**config.mk**
```make
export PLATFORM = sky130hd
export DESIGN_NAME = keypad_scan_ctrl
export DESIGN_NICKNAME = d
export VERILOG_FILES = /design/src/rtl/keypad_scan_ctrl.sv
export SDC_FILE = /design/constraint.sdc
export NUM_CORES = 1
export LEC_CHECK = 0
export ABC_CLOCK_PERIOD_IN_PS = 3500
export BUFFER_PORTS_ARGS = -buffer_cell sky130_fd_sc_hd__buf_2
export CAP_MARGIN = 10
export CORE_MARGIN = 1
export CORE_UTILIZATION = 60
export CTS_CLUSTER_DIAMETER = 60
export DETAILED_ROUTE_END_ITERATION = 10
export PLACE_DENSITY = 0.78
export SKIP_LAST_GASP = 1
export SLEW_MARGIN = 30
export SYNTH_ARGS = -nofsm -noshare
export SYNTH_HDL_FRONTEND = slang
export SYNTH_SLANG_ARGS = --single-unit
```
**constraint.sdc**
```tcl
create_clock -name clk -period 3.5 [get_ports clk]
set_clock_uncertainty 0.05 [all_clocks]
set_input_delay 0.7 -clock clk [delete_from_list [all_inputs] [get_ports clk]]
set_output_delay 0.7 -clock clk [all_outputs]
set_load 0.1 [all_outputs]
```
**src/rtl/keypad_scan_ctrl.sv**
```systemverilog
// 4x4 active-low keypad scanner with one shared debounce timer and a valid/ready key output.
// Optional auto-repeat of a held key when KEY_REPEAT_EN is defined.
module keypad_scan_ctrl #(
  parameter int unsigned SCAN_CNT_MAX   = 50_000,
  parameter int unsigned DEB_CNT_MAX    = 2_500_000,
  parameter int unsigned REPEAT_CNT_MAX = 62_500_000
) (
  input  logic       clk,
  input  logic       rst,
  input  logic [3:0] row_in,
  output logic [3:0] col_out,
  input  logic       key_ready,
  output logic       key_valid,
  output logic [3:0] key_code,
  output logic       key_overrun
);

  localparam logic [1:0] S_SCAN     = 2'd0;
  localparam logic [1:0] S_DEBOUNCE = 2'd1;
  localparam logic [1:0] S_EMIT     = 2'd2;
  localparam logic [1:0] S_WAIT_REL = 2'd3;

  localparam logic [31:0] SCAN_LAST = 32'(SCAN_CNT_MAX - 1);
  localparam logic [31:0] DEB_LAST  = 32'(DEB_CNT_MAX - 1);

  if (SCAN_CNT_MAX == 0 || DEB_CNT_MAX == 0 || REPEAT_CNT_MAX == 0) begin : g_bad_params
    $error("keypad_scan_ctrl: counter limits must be non-zero");
  end

  logic [3:0]  rows_meta_q, rows_s_q;
  logic [1:0]  state_q, state_d;
  logic [1:0]  col_idx_q, col_idx_d;
  logic [1:0]  row_idx_q, row_idx_d;
  logic [3:0]  pat_q, pat_d;
  logic [31:0] scan_cnt_q, scan_cnt_d;
  logic [31:0] deb_cnt_q, deb_cnt_d;
  logic        key_valid_q, key_valid_d;
  logic [3:0]  key_code_q, key_code_d;
  logic        key_overrun_q, key_overrun_d;
  logic        issue;
  logic        one_low;
  logic [1:0]  low_idx;

`ifdef KEY_REPEAT_EN
  localparam logic [31:0] REP_LAST = 32'(REPEAT_CNT_MAX - 1);
  logic [31:0] rep_cnt_q, rep_cnt_d;
`endif

  assign col_out     = ~(4'b0001 << col_idx_q);
  assign key_valid   = key_valid_q;
  assign key_code    = key_code_q;
  assign key_overrun = key_overrun_q;

  always_comb begin
    one_low = 1'b0;
    low_idx = '0;
    case (rows_s_q)
      4'b1110: begin one_low = 1'b1; low_idx = 2'd0; end
      4'b1101: begin one_low = 1'b1; low_idx = 2'd1; end
      4'b1011: begin one_low = 1'b1; low_idx = 2'd2; end
      4'b0111: begin one_low = 1'b1; low_idx = 2'd3; end
      default: ;
    endcase
  end

  always_comb begin
    state_d    = state_q;
    col_idx_d  = col_idx_q;
    row_idx_d  = row_idx_q;
    pat_d      = pat_q;
    scan_cnt_d = scan_cnt_q;
    deb_cnt_d  = deb_cnt_q;
    issue      = 1'b0;
`ifdef KEY_REPEAT_EN
    rep_cnt_d  = '0;
`endif
    case (state_q)
      S_SCAN: begin
        if (scan_cnt_q == SCAN_LAST) begin
          scan_cnt_d = '0;
          if (one_low) begin
            pat_d     = rows_s_q;
            row_idx_d = low_idx;
            deb_cnt_d = '0;
            state_d   = S_DEBOUNCE;
          end else begin
            col_idx_d = col_idx_q + 2'd1;
          end
        end else begin
          scan_cnt_d = scan_cnt_q + 32'd1;
        end
      end
      // The key is written on the edge that enters EMIT, so key_valid rises
      // one cycle after the final debounce match.
      S_DEBOUNCE: begin
        if (rows_s_q == pat_q) begin
          if (deb_cnt_q == DEB_LAST) begin
            deb_cnt_d = '0;
            state_d   = S_EMIT;
            issue     = 1'b1;
          end else begin
            deb_cnt_d = deb_cnt_q + 32'd1;
          end
        end else begin
          deb_cnt_d = '0;
          col_idx_d = col_idx_q + 2'd1;
          state_d   = S_SCAN;
        end
      end
      S_EMIT: begin
        deb_cnt_d = '0;
        state_d   = S_WAIT_REL;
      end
      default: begin
        if (rows_s_q == 4'b1111) begin
          if (deb_cnt_q == DEB_LAST) begin
            deb_cnt_d = '0;
            col_idx_d = col_idx_q + 2'd1;
            state_d   = S_SCAN;
          end else begin
            deb_cnt_d = deb_cnt_q + 32'd1;
          end
        end else begin
          deb_cnt_d = '0;
        end
`ifdef KEY_REPEAT_EN
        if (rows_s_q == pat_q) begin
          if (rep_cnt_q == REP_LAST) begin
            issue = 1'b1;
          end else begin
            rep_cnt_d = rep_cnt_q + 32'd1;
          end
        end
`endif
      end
    endcase
  end

  always_comb begin
    key_valid_d   = key_valid_q;
    key_code_d    = key_code_q;
    key_overrun_d = 1'b0;
    if (issue) begin
      if (!key_valid_q || key_ready) begin
        key_valid_d = 1'b1;
        key_code_d  = {row_idx_q, col_idx_q};
      end else begin
        key_overrun_d = 1'b1;
      end
    end else if (key_valid_q && key_ready) begin
      key_valid_d = 1'b0;
    end
  end

  always_ff @(posedge clk or negedge rst) begin
    if (!rst) begin
      rows_meta_q   <= '1;
      rows_s_q      <= '1;
      state_q       <= S_SCAN;
      col_idx_q     <= '0;
      row_idx_q     <= '0;
      pat_q         <= '1;
      scan_cnt_q    <= '0;
      deb_cnt_q     <= '0;
      key_valid_q   <= 1'b0;
      key_code_q    <= '0;
      key_overrun_q <= 1'b0;
`ifdef KEY_REPEAT_EN
      rep_cnt_q     <= '0;
`endif
    end else begin
      rows_meta_q   <= row_in;
      rows_s_q      <= rows_meta_q;
      state_q       <= state_d;
      col_idx_q     <= col_idx_d;
      row_idx_q     <= row_idx_d;
      pat_q         <= pat_d;
      scan_cnt_q    <= scan_cnt_d;
      deb_cnt_q     <= deb_cnt_d;
      key_valid_q   <= key_valid_d;
      key_code_q    <= key_code_d;
      key_overrun_q <= key_overrun_d;
`ifdef KEY_REPEAT_EN
      rep_cnt_q     <= rep_cnt_d;
`endif
    end
  end

endmodule

```
**Word level (Yosys, flattened, before mapping)**

Cells that the tools add are included.
Widths: inputs -> output; s select.

- Register bits after elaboration: 88
- Output and inout port bits: 10
- Word-level logic and storage cells: 79

- Shifts and indexed selects: 1
- $add $sub $neg: 3
- Equal/unequal tests: 16
- Bitwise logic cells: 2
- Multiplexer cells: 30
- Reduce and logical (&&, ||, !) cells: 16

Operators by type and width:

| operator | count |
|---|---|
| $mux 32 | 6 |
| $pmux 32 s3 | 1 |
| $add 32x1->32 const B | 2 |
| $eq 32x16->1 const B | 1 |
| $eq 32x22->1 const B | 1 |
| $mux 2 | 11 |
| $pmux 2 s3 | 3 |
| $eq 4x4->1 const B | 4 |
| $mux 1 | 9 |
| $ne 2x2->1 const B | 4 |
| $reduce_bool 4->1 | 2 |
| $reduce_and 2->1 | 3 |
| $reduce_and 6->1 | 1 |
| $reduce_bool 3->1 | 2 |
| $reduce_and 5->1 | 1 |
| $eq 4x3->1 const B | 1 |
| $eq 4x4->1 | 1 |
| $not 4->4 | 1 |
| $reduce_or 4->1 | 1 |
| $shl 1x2->4 const A | 1 |
| $ne 3x3->1 const B | 1 |
| $reduce_and 3->1 | 1 |
| $add 2x1->2 const B | 1 |
| $eq 2x1->1 const B | 1 |
| other kinds (8) | 8 |

**Longest topological paths before layout**

Gate-level depths: netlist (run 1).

- Depth in word-level cells: 6
- Gate-level depth with buffers: 8

**Least setup slack after synthesis (run 1)**

OpenSTA, ideal clock, no wires.

- Kind: register -> register
- Start: register deb_cnt_q[27]
- End: register key_code_q[0], in the netlist key_code[0]
- Clock period less this slack: 2.671 ns
- Setup time: 0.125 ns
- Slack: 0.829 ns
- Data required time: 3.325 ns
- Path buffers: 0
- Data arrival time: 2.496 ns
- Cell stages (with the launch flop): 6
- Cells stage by stage: dfrtp_1 or4_1 or4_1 or3_4 or3b_4 mux2_4

- Longest elaborated chain between the ends: 5

RTL lines:

| what | RTL line | source |
|---|---|---|
| start: declaration | 36 | `logic [31:0] deb_cnt_q, deb_cnt_d;` |
| start signal: assignment | 179 | `deb_cnt_q <= deb_cnt_d;` |
| $eq 32x22->1 | 97 | `if (deb_cnt_q == DEB_LAST) begin` |
| $mux 1 | 97 |  |
| $mux 1 | 96 | `if (rows_s_q == pat_q) begin` |
| $mux 1 | 77 | `case (state_q)` |
| $reduce_and 2->1 (no line) | -- |  |
| end signal: assignment | 181 | `key_code_q <= key_code_d;` |
| end: declaration | 38 | `logic [3:0] key_code_q, key_code_d;` |

Every way passes these cells.
A chain may end at the register's enable or synchronous reset.

**Worst setup path after layout (run 1)**

- Start: register scan_cnt_q[24]
- End: register deb_cnt_q[5]

- Longest elaborated chain between the ends: 3

RTL lines:

| what | RTL line | source |
|---|---|---|
| start: declaration | 35 | `logic [31:0] scan_cnt_q, scan_cnt_d;` |
| start signal: assignment | 178 | `scan_cnt_q <= scan_cnt_d;` |
| $eq 32x16->1 | 79 | `if (scan_cnt_q == SCAN_LAST) begin` |
| $ne 2x2->1 (no line) | -- |  |
| $reduce_and 2->1 (no line) | -- |  |

Every way passes these cells.

==> impl_metrics.json, run 1 <==
{
  "crit_start": "scan_cnt_q[24]",
  "ys_ff_latch": 88,
  "crit_end": "deb_cnt_q[5]",
  "syn_to_final_growth_pct": 9.05,
  "hold_class": "reg2reg",
  "critPathTopFamily": "simple AND/OR/NAND/NOR gates",
  "synth_top_area_cell": "dfrtp_1",
  "drtIter0Drc": 328,
  "yosysSeqAreaShare_pct": 46.6,
  "cts_buffer_depth": 2,
  "cts-resized-gates": 0,
  "fp.dieW_um": 91.1,
  "worst_slew_pin_slew_ns": 0.749,
  "slowest_stage": "or4b_2",
  "slowest_delay_ns": 0.92,
  "grt_pass1_vias": 3668,
  "viasPerCell": 6.54,
  "worstPathRequired_ns": 3.67,
  "vias": 4006,
  "synth_most_common_cell": "dfrtp_1",
  "drive_gt1_share_pct": 15.5,
  "status": "complete, no violations",
  "syn_area_um2": 4760,
  "ioPinCount": 17,
  "overflow": 0,
  "ctsHoldBuffers": 0,
  "antenna_found_initial": 0,
  "max_freq_ghz": 0.352,
  "clock-sinks": 88,
  "rr_worst_depth": 6,
  "maxCapViolCount": 0,
  "crit_buf_inv": 1,
  "cp.arrival_ns": 3.01,
  "grt_pass1_wl_um": 17000,
  "final-setup-viol-count": 0,
  "ys_warn_count": 0,
  "rows": 32,
  "clkTransAtPathRegs_ns": 0.09,
  "crit_path_end_kind": "flip-flop",
  "drv_slew": 0,
  "ys_top_cells_by_count": "dfrtp_1 (76), nand3_1 (52), a31oi_1 (38)",
  "root_buffer": "clkbuf_8",
  "synth_top_area_share_pct": 40.0,
  "synth_cell_types": 50,
  "wl_per_cell_um": 16.2,
  "die_area_um2": 8290,
  "avgSynthCellArea_um2": 9.52,
  "drt_wl_total_um": 9930,
  "cts.htree.levels": 3,
  "fin_crit_ns": 2.84,
  "rsz0062_at_grt": "no",
  "ff2ff_setup_slack_ns": 0.66,
  "die_y_um": 91.1,
  "fillers": 619,
  "core_um2": 7690,
  "synth_area_leaders": "dfrtp_1 (40%), dfstp_2 (6.6%), nand3_1 (5.5%), a31oi_1 (5.0%), nand4_1 (3.9%)",
  "drtAntennaViolNets": 0,
  "grt_usage_pct": 25.5,
  "p_leak_uw": 0.00219,
  "finalNetCount": 519,
  "synthesis.nets": 513,
  "relSlewSlack_pct": 50.1,
  "post_cts_buffers": 0,
  "diodes": 0,
  "reg2reg_from": "scan_cnt_q[24]",
  "p_per_area_nw_per_um2": 370,
  "vdd_ir_drop_max_v": 0.000213,
  "fin_setup_tns_ns": 0,
  "cp_max_fo": 14,
  "cts_made_buffers": 9,
  "grt_max_degree": 86,
  "ys.flop_type": "dfrtp_1",
  "fin_crit_sh_pct": 81.2,
  "cp-start-kind": "flip-flop",
  "critPathKind": "reg2reg",
  "cts_tree": "done",
  "hold_viol": 0,
  "dr.pass1.iters": 5,
  "reg2reg_to": "deb_cnt_q[5]",
  "synth_edf_count": 0,
  "insertion_delay_ns": 0.35,
  "numPortBuffers": 16,
  "start_util_pct": 61.9,
  "gp_congestion": 0.837,
  "path_cells": "nor4_1, nand4_1, or4b_2, nand2_1, buf_4, a31oi_1",
  "hpwl_um": 6590,
  "syn-instance-count": 500,
  "drc": 0,
  "async_flop_share_pct": 100,
  "worstSetupPathDepth": 6,
  "p_total_uw": 1920
}
how the worst min path moves through the flow:
| stage | from | to | slack (ns) | cells after the start |
|---|---|---|---|---|
| CTS | rows_meta_q[0] | rows_s_q[0] | 0.31 | 0 |
| floorplan | rows_meta_q[0] | rows_s_q[0] | 0.30 | 0 |
| global placement | rows_meta_q[3] | rows_s_q[3] | 0.30 | 0 |
| global route | rows_meta_q[2] | rows_s_q[2] | 0.31 | 0 |
| detailed placement | rows_meta_q[1] | rows_s_q[1] | 0.30 | 0 |
| finish | rows_meta_q[1] | rows_s_q[1] | 0.31 | 0 |
through the flow:
| step | util [%] | hold slack (ns) | instance area (um2) | setup WS, ns | instances |
|---|---|---|---|---|---|
| floorplan | - | 0.295 | 4760 | 0.829 | 500 |
| detailed placement | 64.3 | 0.297 | 4940 | 0.688 | 597 |
| finish | 67.5 | 0.312 | 5190 | 0.658 | 613 |
| global placement | 64.3 | 0.297 | 4940 | 0.762 | 597 |
| global route | 67.5 | 0.312 | 5190 | 0.484 | 613 |
| CTS | 67.5 | 0.315 | 5190 | 0.685 | 613 |
logic make-up (layout without fill, tap and decap cells):
group | Yosys count | in the layout | share of synthesized area (%)
AO/OA/AOI/OAI | 76 | 76 | 11.3
XOR/XNOR | 33 | 33 | 6.07
adder cells (fa/ha/maj) | 6 | 6 | 1.58
buffers and inverters | 54 | 65 | 4.26
flip-flops | 88 | 88 | 46.6
multiplexers | 10 | 10 | 2.68
AND/OR/NAND/NOR | 233 | 233 | 27.6
routing by layer:
metal  vias up  part of all wire, %  track usage, %
met5         -                    0               0
met4         0                  1.2            10.2
met3        11                  4.9            4.27
met2       138                   48            40.3
met1      1969                   46            35.0
li1       1888                    -               -
flip-flops by register name (all words and copies together) (netlist names):
register,cells
row_idx_q,2
key_valid,1
col_idx_q,2
deb_cnt_q,32
rows_s_q,4
rows_meta_q,4
scan_cnt_q,32
pat_q,4
state_q,2
key_code,4
key_overrun,1
cells in the final DEF, fill, tap and decap left out, types with 12 or more instances in the layout:
| cell | instances |
|---|---|
| dfrtp_1 | 76 |
| dfstp_2 | 12 |
| inv_1 | 21 |
| buf_2 | 15 |
| nand3_1 | 52 |
| xor2_1 | 17 |
| buf_4 | 12 |
| and3_1 | 16 |
| nand2_1 | 36 |
| a31oi_1 | 38 |
| xnor2_1 | 16 |
| nor2_1 | 22 |
| nand4_1 | 30 |
| nor4_1 | 15 |
power breakdown:
group	internal [uW]	total, uW	switching [uW]
logic	10.4	39.8	29.4
clock network	480	849	370
registers	1020	1030	6.71
worst reg2reg max path, cell delays in order, from the launching register on:
cell and delay (ns):
dfrtp_1 0.45, nor4_1 0.32, nand4_1 0.25, or4b_2 0.92, nand2_1 0.32, buf_4 0.29, a31oi_1 0.12
layout make-up:
cell class              instances  area, um2  area share [%]
flip-flops and latches         88       2220            42.7
repair buffers                 28        176            3.40
multi-input cells             358       2340            45.2
clock inverters                 6        116            2.24
clock buffers                  10        128            2.46
inverters                      21       78.8            1.52
well taps                     102        128            2.46
No activity file was read; power rests on OpenSTA's default activity.
==> run 2: changes to the inputs <==
--- a/config.mk
+++ b/config.mk
@@ -5,7 +5,7 @@
 export SDC_FILE = /design/constraint.sdc
 export NUM_CORES = 1
 export LEC_CHECK = 0
-export ABC_CLOCK_PERIOD_IN_PS = 3500
+export ABC_CLOCK_PERIOD_IN_PS = 2700
 export BUFFER_PORTS_ARGS = -buffer_cell sky130_fd_sc_hd__buf_2
 export CAP_MARGIN = 10
 export CORE_MARGIN = 1
==> constraint.sdc (replaced) <==
create_clock -name clk -period 2.7 [get_ports clk]
set_clock_uncertainty 0.05 [all_clocks]
set_input_delay 0.54 -clock clk [delete_from_list [all_inputs] [get_ports clk]]
set_output_delay 0.54 -clock clk [all_outputs]
set_load 0.1 [all_outputs]
==> impl_metrics.json, run 2 (same netlist as run 1, synthesis figures left out) <==
{
  "status": "complete, no violations",
  "cts.htree.levels": 3,
  "drtAntennaViolNets": 0,
  "drtIter0Drc": 295,
  "layout_common_cells": "dfrtp_1 (76), nand3_1 (52), a31oi_1 (38)",
  "final-setup-viol-count": 0,
  "root_buffer": "clkbuf_8",
  "worst_slew_pin_slew_ns": 0.552,
  "final_common_cell": "dfrtp_1",
  "overflow": 0,
  "grt_max_degree": 54,
  "hpwl_um": 7160,
  "start_util_pct": 61.9,
  "seqCellArea_um2": 2220,
  "power_frac_seq_pct": 57.8,
  "wl_per_cell_um": 16.8,
  "p_clk_share_pct": 39.8,
  "maxCapViolCount": 0,
  "core_um2": 7690,
  "fp.dieW_um": 91.1,
  "rsz0062_at_grt": "yes",
  "grt_pass1_wl_um": 18300,
  "drt_wl_total_um": 10600,
  "fin_crit_ns": 2.64,
  "grt_pass1_vias": 3922,
  "post-place-ws_ns": 0.0000990,
  "p_int_uw": 1780,
  "relSlewSlack_pct": 63.1,
  "hold_viol": 0,
  "worstPathRequired_ns": 2.90,
  "fin_crit_sh_pct": 97.9,
  "max_freq_ghz": 0.378,
  "ctsHoldBuffers": 0,
  "diodes": 0,
  "die_area_um2": 8290,
  "whs_ns": 0.0655,
  "insertion_delay_ns": 0.37,
  "drc": 0,
  "finalNetCount": 536,
  "dr.pass1.iters": 5,
  "rows": 32,
  "clock-sinks": 88,
  "fin_setup_tns_ns": 0,
  "drv_slew": 0,
  "viasPerCell": 6.52,
  "drive_gt1_share_pct": 18.6,
  "vias": 4105,
  "p_total_uw": 2310,
  "ioPinCount": 17,
  "grt_usage_pct": 27.5,
  "p_leak_uw": 0.00225,
  "clkTransAtPathRegs_ns": 0.10,
  "p_sw_uw": 539,
  "cts_buffer_depth": 2,
  "cts_tree": "done",
  "cp.arrival_ns": 2.84,
  "worst_slack_ns": 0.0555,
  "multi_input_area_um2": 2350,
  "gp_congestion": 0.831,
  "cts_made_buffers": 9,
  "die_y_um": 91.1,
  "switching_share_pct": 23.3,
  "cp-start-kind": "flip-flop",
  "hold_class": "in2async",
  "reg.largest.list": "deb_cnt_q (32), scan_cnt_q (32)",
  "utilization_pct": 68.9,
  "power_frac_comb_pct": 2.4,
  "syn_to_final_growth_pct": 11.3,
  "vdd_ir_drop_max_v": 0.000296,
  "p_per_area_nw_per_um2": 437,
  "fillers": 597,
  "cp_max_fo": 4,
  "antenna_found_initial": 0,
  "numPortBuffers": 16,
  "crit_path_end_kind": "flip-flop",
  "critPathKind": "reg2reg"
}
run 2: changes by cell type in the layout (fill, tap and decap cells not counted):
cell,before,now
or4_4,0,2
buf_4,12,28
clkinv_2,0,1
bufinv_16,3,1
buf_6,1,0
or4_1,4,2
buf_12,0,2
clkinvlp_4,0,2
clkinv_4,2,1
run 2: per-stage QoR:
step / cell area, um2 / instances
global placement: 5090 / 614
CTS: 5290 / 630
detailed placement: 5090 / 614
global route: 5300 / 630
finish: 5300 / 630
floorplan: 4760 / 500
run 2: area by class of cell:
class                   count  share of cell area [%]
multi-input cells         358                    44.4
flip-flops and latches     88                    41.9
repair buffers             45                    6.14
clock buffers              10                    2.41
well taps                 102                    2.41
inverters                  21                    1.49
clock inverters             6                    1.28
run 2: per-layer routing:
layer	vias up	routed length [um]	track usage, %
met1	2020	4730	37.0
met2	140	5100	44.1
met4	0	242	11.4
li1	1922	-	-
met5	-	0	0
met3	23	509	4.94
run 2: final timing paths:
check | from | endpoint | slack (ns) | depth (start not counted)
worst min-delay path | rst | key_code[2] | 0.07 | 1
worst max-delay path | deb_cnt_q[31] | key_code[0] | 0.06 | 5
worst max register to register | deb_cnt_q[31] | key_code[0] | 0.06 | 5
worst min register to register | rows_meta_q[3] | rows_s_q[3] | 0.30 | 0
max in group asynchronous | rst | rows_meta_q[2] | 1.85 | 2
min in group clk | row_in[0] | rows_meta_q[0] | 0.22 | 1
run 2: timing repair:
| action | in CTS | in global routing |
|---|---|---|
| endpoints found under the setup margin | 2 | 4 |
| endpoints found under the hold margin | 0 | 0 |
| buffers inserted | 0 | 0 |
| resized for setup | 1 | 1 |
| pin swaps | 3 | 1 |
run 2: critical path: stages, from the launching register on:
cell and delay, ns:
dfrtp_1 0.39, or4_4 0.53, or4_4 0.49, or3_4 0.35, or3b_4 0.43, mux2_4 0.31
run 2: power by group through the flow:
stage,Clock [uW],Combinational (uW),Sequential [uW]
2_1_floorplan,0,24.2,1360
3_3_place_gp,0,54.3,1360
3_5_place_dp,0,56.0,1360
4_1_cts,930,56.5,1340
5_1_grt,988,62.3,1340
6_report,922,54.8,1340
